--- src/rtl/muln_vec_pkg.sv ---
// Shared types and helpers for the sequential bit-sliced N x N multiplier.
// Provides the FSM state encoding and the counter width calculation.
package muln_vec_pkg;

  typedef enum logic [1:0] {
    IDLE = 2'd0,
    RUN  = 2'd1,
    DONE = 2'd2
  } state_t;

  // Width of the partial-product counter; at least one bit even for N=1.
  function automatic int unsigned cnt_width(input int unsigned n);
    return (n < 2) ? 1 : $clog2(n);
  endfunction

endpackage

--- src/rtl/muln_vector_seq_bitslice_adder.sv ---
// W-plane ripple adder built from lane-wise full adders; plane k of each
// operand is x[k*LANES +: LANES], and carries never cross lanes.
module bitslice_adder #(
  parameter int unsigned W     = 3,
  parameter int unsigned LANES = 16
) (
  input  logic [W*LANES-1:0] x,
  input  logic [W*LANES-1:0] y,
  output logic [W*LANES-1:0] s
);

  logic [LANES-1:0] c;
  logic [LANES-1:0] xp;
  logic [LANES-1:0] yp;

  always_comb begin
    c  = '0;
    s  = '0;
    xp = '0;
    yp = '0;
    for (int unsigned k = 0; k < W; k++) begin
      xp                = x[k*LANES +: LANES];
      yp                = y[k*LANES +: LANES];
      s[k*LANES +: LANES] = xp ^ yp ^ c;
      c                 = (xp & yp) | (xp & c) | (yp & c);
    end
  end

endmodule

--- src/rtl/muln_vector_seq.sv ---
// Sequential shift-and-add multiplier over LANES bit-sliced lanes: one
// B plane per RUN cycle is ANDed with all A planes and added into acc.
module muln_vector_seq
  import muln_vec_pkg::*;
#(
  parameter int unsigned N     = 2,
  parameter int unsigned LANES = 16
) (
  input  logic                   clk,
  input  logic                   rst_n,
  input  logic                   clr,
  input  logic                   in_valid,
  output logic                   in_ready,
  input  logic [N*LANES-1:0]     a,
  input  logic [N*LANES-1:0]     b,
  output logic                   out_valid,
  input  logic                   out_ready,
  output logic [2*N*LANES-1:0]   y
);

  localparam int unsigned CW = cnt_width(N);
  localparam int unsigned W  = N + 1;

  state_t                 state;
  logic [N*LANES-1:0]     a_r;
  logic [N*LANES-1:0]     b_r;
  logic [2*N*LANES-1:0]   acc;
  logic [2*N*LANES-1:0]   acc_next;
  logic [CW-1:0]          cnt;
  logic                   last;

  logic [LANES-1:0]       bplane;
  logic [W*LANES-1:0]     add_x;
  logic [W*LANES-1:0]     add_y;
  logic [W*LANES-1:0]     add_s;
  int unsigned            base;

  // The adder window acc[cnt .. cnt+N] slides up one plane per cycle; its top
  // plane absorbs the carry, which cannot overflow because the product is exact.
  always_comb begin
    base     = 32'(cnt) * LANES;
    bplane   = b_r[base +: LANES];
    add_x    = acc[base +: W*LANES];
    add_y    = '0;
    for (int unsigned k = 0; k < N; k++) begin
      add_y[k*LANES +: LANES] = a_r[k*LANES +: LANES] & bplane;
    end
    acc_next = acc;
    acc_next[base +: W*LANES] = add_s;
  end

  assign last = (cnt == CW'(N - 1));

  bitslice_adder #(
    .W     (W),
    .LANES (LANES)
  ) u_add (
    .x (add_x),
    .y (add_y),
    .s (add_s)
  );

  always_ff @(posedge clk or negedge rst_n) begin
    if (!rst_n) begin
      state     <= IDLE;
      in_ready  <= 1'b1;
      out_valid <= 1'b0;
      y         <= '0;
      acc       <= '0;
      cnt       <= '0;
      a_r       <= '0;
      b_r       <= '0;
    end else if (clr) begin
      state     <= IDLE;
      in_ready  <= 1'b1;
      out_valid <= 1'b0;
      cnt       <= '0;
    end else begin
      case (state)
        IDLE: begin
          if (in_valid) begin
            a_r      <= a;
            b_r      <= b;
            acc      <= '0;
            cnt      <= '0;
            in_ready <= 1'b0;
            state    <= RUN;
          end
        end
        RUN: begin
          acc <= acc_next;
          if (last) begin
            y         <= acc_next;
            out_valid <= 1'b1;
            state     <= DONE;
          end else begin
            cnt <= cnt + 1'b1;
          end
        end
        DONE: begin
          if (out_ready) begin
            out_valid <= 1'b0;
            in_ready  <= 1'b1;
            state     <= IDLE;
          end
        end
        default: begin
          out_valid <= 1'b0;
          in_ready  <= 1'b1;
          state     <= IDLE;
        end
      endcase
    end
  end

endmodule

--- config.mk ---
export PLATFORM = sky130hd
export DESIGN_NAME = muln_vector_seq
export DESIGN_NICKNAME = d
export VERILOG_FILES = /design/src/rtl/muln_vec_pkg.sv /design/src/rtl/muln_vector_seq_bitslice_adder.sv /design/src/rtl/muln_vector_seq.sv
export SDC_FILE = /design/constraint.sdc
export NUM_CORES = 1
export LEC_CHECK = 0
export CAP_MARGIN = 20
export CORE_ASPECT_RATIO = 0.5
export CORE_MARGIN = 1
export CORE_UTILIZATION = 44
export DETAILED_ROUTE_END_ITERATION = 8
export GPL_ROUTABILITY_DRIVEN = 1
export PLACE_DENSITY = 0.69
export SLEW_MARGIN = 40
export SYNTH_ARGS = -nofsm -noshare
export SYNTH_HDL_FRONTEND = slang
export SYNTH_SLANG_ARGS = --single-unit
--- constraint.sdc ---
create_clock -name clk -period 2.5 [get_ports clk]
set_clock_uncertainty 0.1 [all_clocks]
set_input_delay 0.75 -clock clk [delete_from_list [all_inputs] [get_ports clk]]
set_output_delay 0.75 -clock clk [all_outputs]
set_load 0.05 [all_outputs]
* Word level (Yosys, flattened, before mapping)
Cells that the tools add are included.
W data, S select, Z words.
** Storage, ports and cells
- Logic and storage cells :: 64
- Output and inout port bits :: 66
- Flip-flop bits (word level) :: 197
- Bits of input ports :: 69
** Operators by class
- Shift operators :: 4
- Reduce and logical (&&, ||, !) cells :: 10
- Add/sub/neg operators :: 2
- Eq/ne operators :: 8
- Bitwise operators :: 13
- Mux-type cells :: 19
** Operator list (count)
- $pmux W64 S2 :: 1
- $and A16 B16 Y16 :: 6
- $bwmux W64 :: 1
- $mux W64 :: 1
- $shift A48 B34 Y64 const A :: 1
- $shiftx A48 B34 Y64 :: 1
- $shiftx A64 B6 Y48 :: 1
- $xor A16 B16 Y16 :: 4
- $neg A5 Y34 :: 1
- $or A16 B16 Y16 :: 2
- $shiftx A32 B6 Y16 :: 1
- $reduce_and A3 Y1 :: 6
- $ne A3 B3 Y1 const B :: 3
- $mux W1 :: 8
- $mux W2 :: 4
- $ne A2 B2 Y1 const B :: 3
- $pmux W1 S3 :: 2
- $pmux W2 S3 :: 1
- $reduce_bool A3 Y1 :: 1
- $eq A2 B1 Y1 const B :: 1
- $eq A2 B2 Y1 const B :: 1
- $logic_not A2 Y1 :: 1
- $pmux W1 S2 :: 1
- $reduce_and A2 Y1 :: 1
- other kinds (3) :: 3

* Depth between registers and ports, before layout
Gate-level depths: netlist (run 1).
- Depth after elaboration :: 10
- Depth in mapped cells :: 9
- Gate-level depth less buffers :: 7

* By module
A second synthesis (run 1) with hierarchy kept.
** Second synthesis, totals
- Cells, all modules :: 630
- Area total of the unflattened synthesis :: 9454.1 um^2
** By module, submodules not included
- muln_vector_seq :: cells each 582, sequential area each 4931.0 um^2, instances 1, area each 8553.2 um^2
- bitslice_adder :: cells each 48, sequential area each 0.0 um^2, instances 1, area each 900.9 um^2

* Worst setup path after synthesis (run 1)
Ideal clock, no wire load.
- Path kind :: reg2reg
- Start point :: reg cnt
- End point :: reg acc[45]
- Path slack :: -0.182 ns
- Buffers on the path :: 3
- Arrival :: 2.456 ns
- Period minus slack after synthesis :: 2.682 ns
- Cell stages (with the launch flop) :: 9
- Required time :: 2.274 ns
- Setup time :: 0.126 ns
- Cells stage by stage :: dfrtp_1 buf_2 clkbuf_1 buf_2 mux2_2 ha_1 fa_1 a22o_1 a221o_1
** On the way
- Longest elaborated chain between the ends :: 10
- Elaborated cells between the ends (all ways) :: 19
- Those cells by class :: 1 x add/sub; 4 x shift; 2 x mux; 12 x bitwise
** Ends and longest elaborated chain
- start: declaration :: RTL line muln_vector_seq.sv:29 : logic [CW-1:0] cnt;
- start signal: assignment :: RTL line muln_vector_seq.sv:97 : cnt <= cnt + 1'b1;
- $shiftx A32 B6 Y16 :: RTL line muln_vector_seq.sv:42 : bplane = b_r[base +: LANES];
- $and A16 B16 Y16 :: RTL line muln_vector_seq.sv:46 : add_y[k*LANES +: LANES] = a_r[k*LANES +: LANES] & bplane;
- $and A16 B16 Y16 (2 in series) :: RTL line muln_vector_seq_bitslice_adder.sv:25 : c = (xp & yp) | (xp & c) | (yp & c);
- $or A16 B16 Y16 (2 in series) :: RTL line muln_vector_seq_bitslice_adder.sv:25
- $xor A16 B16 Y16 :: RTL line muln_vector_seq_bitslice_adder.sv:24 : s[k*LANES +: LANES] = xp ^ yp ^ c;
- $shiftx A48 B34 Y64 :: RTL line muln_vector_seq.sv:49 : acc_next[base +: W*LANES] = add_s;
- $bwmux W64 (*) :: RTL line muln_vector_seq.sv:49
- $pmux W64 S2 (*) :: RTL line muln_vector_seq.sv:79 : case (state)
- end signal: assignment :: RTL line muln_vector_seq.sv:91 : acc <= acc_next;
- end: declaration :: RTL line muln_vector_seq.sv:27 : logic [2*N*LANES-1:0] acc;
Every way passes the cells marked *; elsewhere a longest branch is shown, timed or not.
A chain may end at the register's enable or synchronous reset.

* Worst setup path in the final report (run 1)
- Start point :: reg cnt
- End point :: reg y[38]
** On the way
- Longest elaborated chain between the ends :: 9
- Elaborated cells between the ends (all ways) :: 19
- Those cells by class :: 1 x add/sub; 4 x shift; 1 x mux; 12 x bitwise; 1 x reduce/logical
** Ends and longest elaborated chain
- $shiftx A32 B6 Y16 :: RTL line muln_vector_seq.sv:42
- $and A16 B16 Y16 :: RTL line muln_vector_seq.sv:46
- $and A16 B16 Y16 (2 in series) :: RTL line muln_vector_seq_bitslice_adder.sv:25
- $or A16 B16 Y16 (2 in series) :: RTL line muln_vector_seq_bitslice_adder.sv:25
- $xor A16 B16 Y16 :: RTL line muln_vector_seq_bitslice_adder.sv:24
- $shiftx A48 B34 Y64 :: RTL line muln_vector_seq.sv:49
- $bwmux W64 :: RTL line muln_vector_seq.sv:49
- end signal: assignment :: RTL line muln_vector_seq.sv:93 : y <= acc_next;
- end: declaration :: RTL line muln_vector_seq.sv:18 : output logic [2*N*LANES-1:0] y
Several ways; a longest one is shown, not always the timed one.

==> results of run 1 <==
[timing repair]
item                                   4_1_cts  5_1_grt
setup buffers                                2       20
gates cloned                                 0        5
setup endpoints to repair                   34       42
gates resized for setup                     29      128
pin swaps                                    0       29
endpoints found under the hold margin        0        0
[logic make-up (layout without fill, tap and decap cells)]
logic type                 after synthesis  count (layout)  share of synthesized area
muxes                                   79              79                     0.0905
xor gates and xnor gates                22              22                     0.0205
DFF                                    197             197                      0.526
buffers and inverters                   59             260                     0.0323
and+or+nand+nor                        419             419                      0.190
adders and majority gates               32              32                     0.0555
AOI/OAI and AO/OA                      112             112                     0.0854
[worst max-delay path by stage]
stage | end | slack (ns)
CTS | acc[45] | -0.09
global route | y[38] | -0.15
floorplan | acc[45] | 0.0008
finish | y[38] | -0.11
detailed placement | y[38] | -0.12
global placement | acc[47] | -0.10
[worst max-delay path, stage by stage, from the launching register on]
cell and delay [ns]:
dfrtp_4 0.53, buf_12 0.15, clkbuf_16 0.16, buf_12 0.13
mux2_4 0.31, ha_4 0.17, fa_2 0.40, xnor2_2 0.19
o21ai_2 0.10, mux2_4 0.26
[cells in the final DEF (no fill, tap or decap), types with 10 or more instances in the layout]
cell type / n
a22o_1: 32
buf_12: 14
buf_4: 103
clkbuf_16: 21
clkdlybuf4s50_1: 87
dfrtp_1: 195
fa_2: 15
mux2_2: 36
mux2_4: 10
mux2i_1: 22
nand2_1: 346
nor2b_1: 23
o21ai_0: 12
o21ai_1: 18
o21ai_2: 11
o2bb2ai_1: 22
[registers in the layout (all words and copies together), names as in the netlist]
name / cells
in_ready: 1
cnt: 1
state: 2
b_r: 32
y: 64
a_r: 32
acc: 64
out_valid: 1
[cell type report]
class	instances	area, um2
inverters	2	7.51
clock buffers	20	457
well taps	273	342
fillers	1704	7980
repair buffers	226	2250
multi-input cells	664	4600
flip-flops and latches	197	4930
clock inverters	12	120
[layer usage]
metal  vias to the layer above  global-route usage  routed length, um
met2                       218               0.314              10800
met3                        26              0.0527               1870
met1                      3640               0.368              12900
met5                         -                   0                  0
li1                       3418                   -                  -
met4                         0              0.0529                297
[power groups by stage]
stage	clock network, uW	registers (uW)	logic (uW)
final	2720	4000	2820
after global routing	2900	4050	3030
after CTS	2760	3970	2540
after detailed placement	0	4020	2500
after global placement	0	4000	2430
after floorplan	0	4430	1080
[stage by stage]
| step | power (uW) | area (um2) |
|---|---|---|
| final | 9540 | 12700 |
| after global routing | 9980 | 12700 |
| after CTS | 9270 | 12000 |
| after detailed placement | 6520 | 11300 |
| after global placement | 6430 | 11300 |
| after floorplan | 5510 | 9390 |
==> reports/results.tsv, run 1 <==
metric	value	unit
status	finished with violations	
violations	setup timing	
clkTransAtPathRegs	0.08	ns
die_x	208	um
min_period_over_period	1.04	
swShare	0.336	
p_comb_frac	0.295	
syn_area_per_cell	10.2	um2
worstSetupStartpoint	cnt	
yosysTopAreaCell	dfrtp_1	
stdcell_count	1394	
grt_max_degree	75	
fin_ws	-0.110	ns
p_seq_frac	0.419	
first_global_vias	7015	
synth_most_common_cell	nand2_1	
die_h	105	um
worstSetupPathType	reg -> reg	
grt_pass1_wl	38.9	mm
synth_area	9380	um2
synth.distinct_cells	37	
power.leakage	0.00625	uW
hpwl	17.6	mm
clock_power_share	0.286	
drv_slew	0	
root_buffer	clkbuf_16	
pre_cts_slack	-0.121	ns
grt_overflow_total	0	
worstSkewPairLatency	0.43	ns
postLayoutCoreUtil	0.614	
worstPathRequired	2.72	ns
cts_htree_levels	4	
drc	0	
portBuffers	134	
async_reset_ff_frac	1.00	
setup-violations-final	19	
worst-path-max-fanout	5	
yosysTopAreaCellShare	0.523	
power_density	750	nW/um2
drt-wirelength-per-cell	18.5	um
rsz0062_at_grt	yes	
irDropWorstVdd	0.000432	V
worst_setup_path_end_kind	flip-flop	
cap_violations	0	
min_period	2.61	ns
relSlewSlack	0.635	
first_pass_iters	8	
numPlacedInstances	1335	
routed_wl	25.9	mm
hold_class	in -> async	
synthTopCellsByArea	dfrtp_1 (52%), nand2_1 (14%), mux2_2 (5.5%), mux2i_1 (3.5%), fa_1 (3.4%)	
hold_slack	0.131	ns
layout.nets	1209	
num_rows	37	
routed_via_density	5.24	
setup_tns	-0.551	ns
r2r_start	cnt	
fmax	0.383	GHz
startpoint_type	flip-flop	
drive_above_1_share	0.262	
cts_sinks	197	
switchingPower	3210	uW
r2r_slack	-0.11	ns
synthFlopType	dfrtp_1	
synth_edf_count	0	
tightest_slew	0.547	ns
dieArea	21900	um2
hold_viol	0	
drt_iter0_markers	465	
ys_seq_elements	197	
clk_path_buf_depth	2	
area_growth	35.6	%
start_util	0.453	
rr_endpoint	y[38]	
routabilityCongestion	0.843	
ys_seq_area_frac	0.526	
rr_worst_depth	9	
crit_arrival	2.83	ns
antenna_found_initial	0	
numCtsBuffers	17	
cts_tree	built	
syn_inst	920	
ys_top_cells_by_count	nand2_1 (352), dfrtp_1 (196), mux2_2 (46)	
syn_nets	1021	
track_usage	0.231	
yosys_warnings	0	
io_pins	135	
p_int	6330	uW
cts_hold_buf	0	
vias	7302	
n_antenna_cell	0	
ant_nets	0	
design.core.area	20700	um2
No activity file was read; power rests on OpenSTA's default activity.
==> inputs of run 2 (changes only) <==
Settings changed: CTS_CLUSTER_DIAMETER from default to 30.
==> results of run 2 <==
Final layout, timing and power as in run 1 (identical DEF).
==> inputs of run 3 (changes only) <==
==> constraint.sdc (replaced) <==
create_clock -name clk -period 2.5 [get_ports clk]
set_clock_uncertainty 0.1 [all_clocks]
set_input_delay 0.75 -clock clk [delete_from_list [all_inputs] [get_ports clk]]
set_output_delay 0.75 -clock clk [all_outputs]
set_load 0.01 [all_outputs]
==> reports/results.tsv, run 3 (synthesized netlist as in run 1, its figures left out) <==
metric	value	unit
worstPathRequired	2.73	ns
die_x	208	um
cts_hold_buf	0	
min_period_over_period	1.02	
grt_max_degree	75	
stdcell_count	1372	
num_rows	37	
irDropWorstVdd	0.000494	V
power.leakage	0.00595	uW
ant_nets	0	
grt_pass1_wl	38.6	mm
cpPeakStageDelay	0.58	ns
p_comb_frac	0.256	
clkTransAtPathRegs	0.07	ns
first_global_vias	7030	
area_growth	34.8	%
crit_arrival	2.78	ns
routabilityCongestion	0.846	
drv_slew	0	
dieArea	21900	um2
hold_slack	0.135	ns
p_int	6530	uW
tightest_slew	0.396	ns
cts_htree_levels	4	
finalPower	9210	uW
vias	7179	
numPlacedInstances	1331	
start_util	0.453	
root_buffer	clkbuf_16	
swShare	0.291	
die_h	105	um
worst_setup_path_end_kind	flip-flop	
first_pass_iters	6	
antenna_found_initial	0	
status	finished with violations	
design.core.area	20700	um2
layout.nets	1188	
switchingPower	2680	uW
routed_wl	25.5	mm
worstSkewPairLatency	0.44	ns
path_buf_inv	1	
rr_worst_depth	7	
cts_tree	built	
cts_sinks	197	
min_period	2.55	ns
worst-path-max-fanout	8	
portBuffers	134	
reg.largest.list	acc x64, y x64	
numCtsBuffers	17	
drt_iter0_markers	614	
clock_power_share	0.310	
clk_path_buf_depth	2	
path_delay_family	adder cells	
postLayoutCoreUtil	0.611	
drive_above_1_share	0.214	
cap_violations	0	
setup_tns	-0.181	ns
hold_viol	0	
setup-violations-final	7	
worstSetupPathType	reg -> reg	
critPathSlowestCell	dfrtp_4	
hpwl	17.3	mm
r2r_slack	-0.05	ns
rr_endpoint	acc[45]	
layout_common_cells	nand2_1 (348), dfrtp_1 (195), clkdlybuf4s50_1 (133), buf_4 (46), mux2_2 (41)	
n_antenna_cell	0	
routed_via_density	5.23	
hold_class	in -> async	
io_pins	135	
p_seq_frac	0.435	
power_density	729	nW/um2
relSlewSlack	0.736	
grt_overflow_total	0	
track_usage	0.231	
startpoint_type	flip-flop	
fin_ws	-0.0488	ns
path_cells	buf_12 > mux2i_4 > nor2b_4 > ha_4 > fa_1 > a22o_1 > a221o_1	
drc	0	
violations	setup timing	
drt-wirelength-per-cell	18.6	um
worstSetupStartpoint	cnt	
layout_commonest_cell	nand2_1	
r2r_start	cnt	
fmax	0.392	GHz
rsz0062_at_grt	yes	
==> run 3: cell count changes in the layout (fill, tap and decap cells not counted), moves of 5 or more <==
cell | previous run | this run
o21ai_0 | 12 | 17
buf_4 | 103 | 46
clkdlybuf4s50_1 | 87 | 133
dlymetal6s2s_1 | 6 | 0
mux2_4 | 10 | 5
mux2_2 | 36 | 41
==> run 3: stage by stage <==
step	area [um2]	worst slack, ns
floorplan	9390	0.000755
detailed placement	11400	-0.130
global route	12600	-0.101
finish	12600	-0.0488
CTS	12100	-0.0362
global placement	11400	-0.0693
==> run 3: worst max path at each step <==
stage               endpoint  slack, ns  cells past startpoint
floorplan            acc[45]     0.0008                      8
detailed placement     y[35]      -0.13                      8
finish               acc[45]      -0.05                      7
global route           y[39]      -0.10                      9
CTS                    y[57]      -0.04                      9
global placement     acc[58]      -0.07                      5
==> run 3: power by group through the flow <==
| stage | registers (uW) | clock network, uW | logic (uW) |
|---|---|---|---|
| floorplan | 3980 | 0 | 1080 |
| global placement | 4000 | 0 | 2010 |
| detailed placement | 4020 | 0 | 2070 |
| CTS | 3970 | 2900 | 2120 |
| global route | 4060 | 3020 | 2560 |
| finish | 4000 | 2850 | 2360 |
==> run 3: final cells by class <==
type	instances	area (um2)
clock buffers	23	478
clock inverters	8	124
fillers	1685	8060
inverters	2	7.51
multi-input cells	664	4630
flip-flops and latches	197	4930
well taps	273	342
repair buffers	205	2120
==> run 3: timing repair <==
item / in CTS / in global routing
pin swaps: 1 / 24
gates cloned: 0 / 2
gates resized for setup: 28 / 116
buffers inserted: 2 / 8
setup endpoints to repair: 21 / 37
==> run 3: routing by layer <==
metal,track usage,part of all wire,vias to the layer above
met5,0,0,-
met4,0.0624,0.010,0
met3,0.0507,0.059,17
li1,-,-,3381
met1,0.363,0.51,3599
met2,0.315,0.42,182
==> run 3: worst reg2reg max path: stages (launching register included) <==
cell and delay (ns):
dfrtp_4 0.58, buf_12 0.20, mux2i_4 0.21, nor2b_4 0.21, ha_4 0.17, fa_1 0.44, a22o_1 0.25, a221o_1 0.29
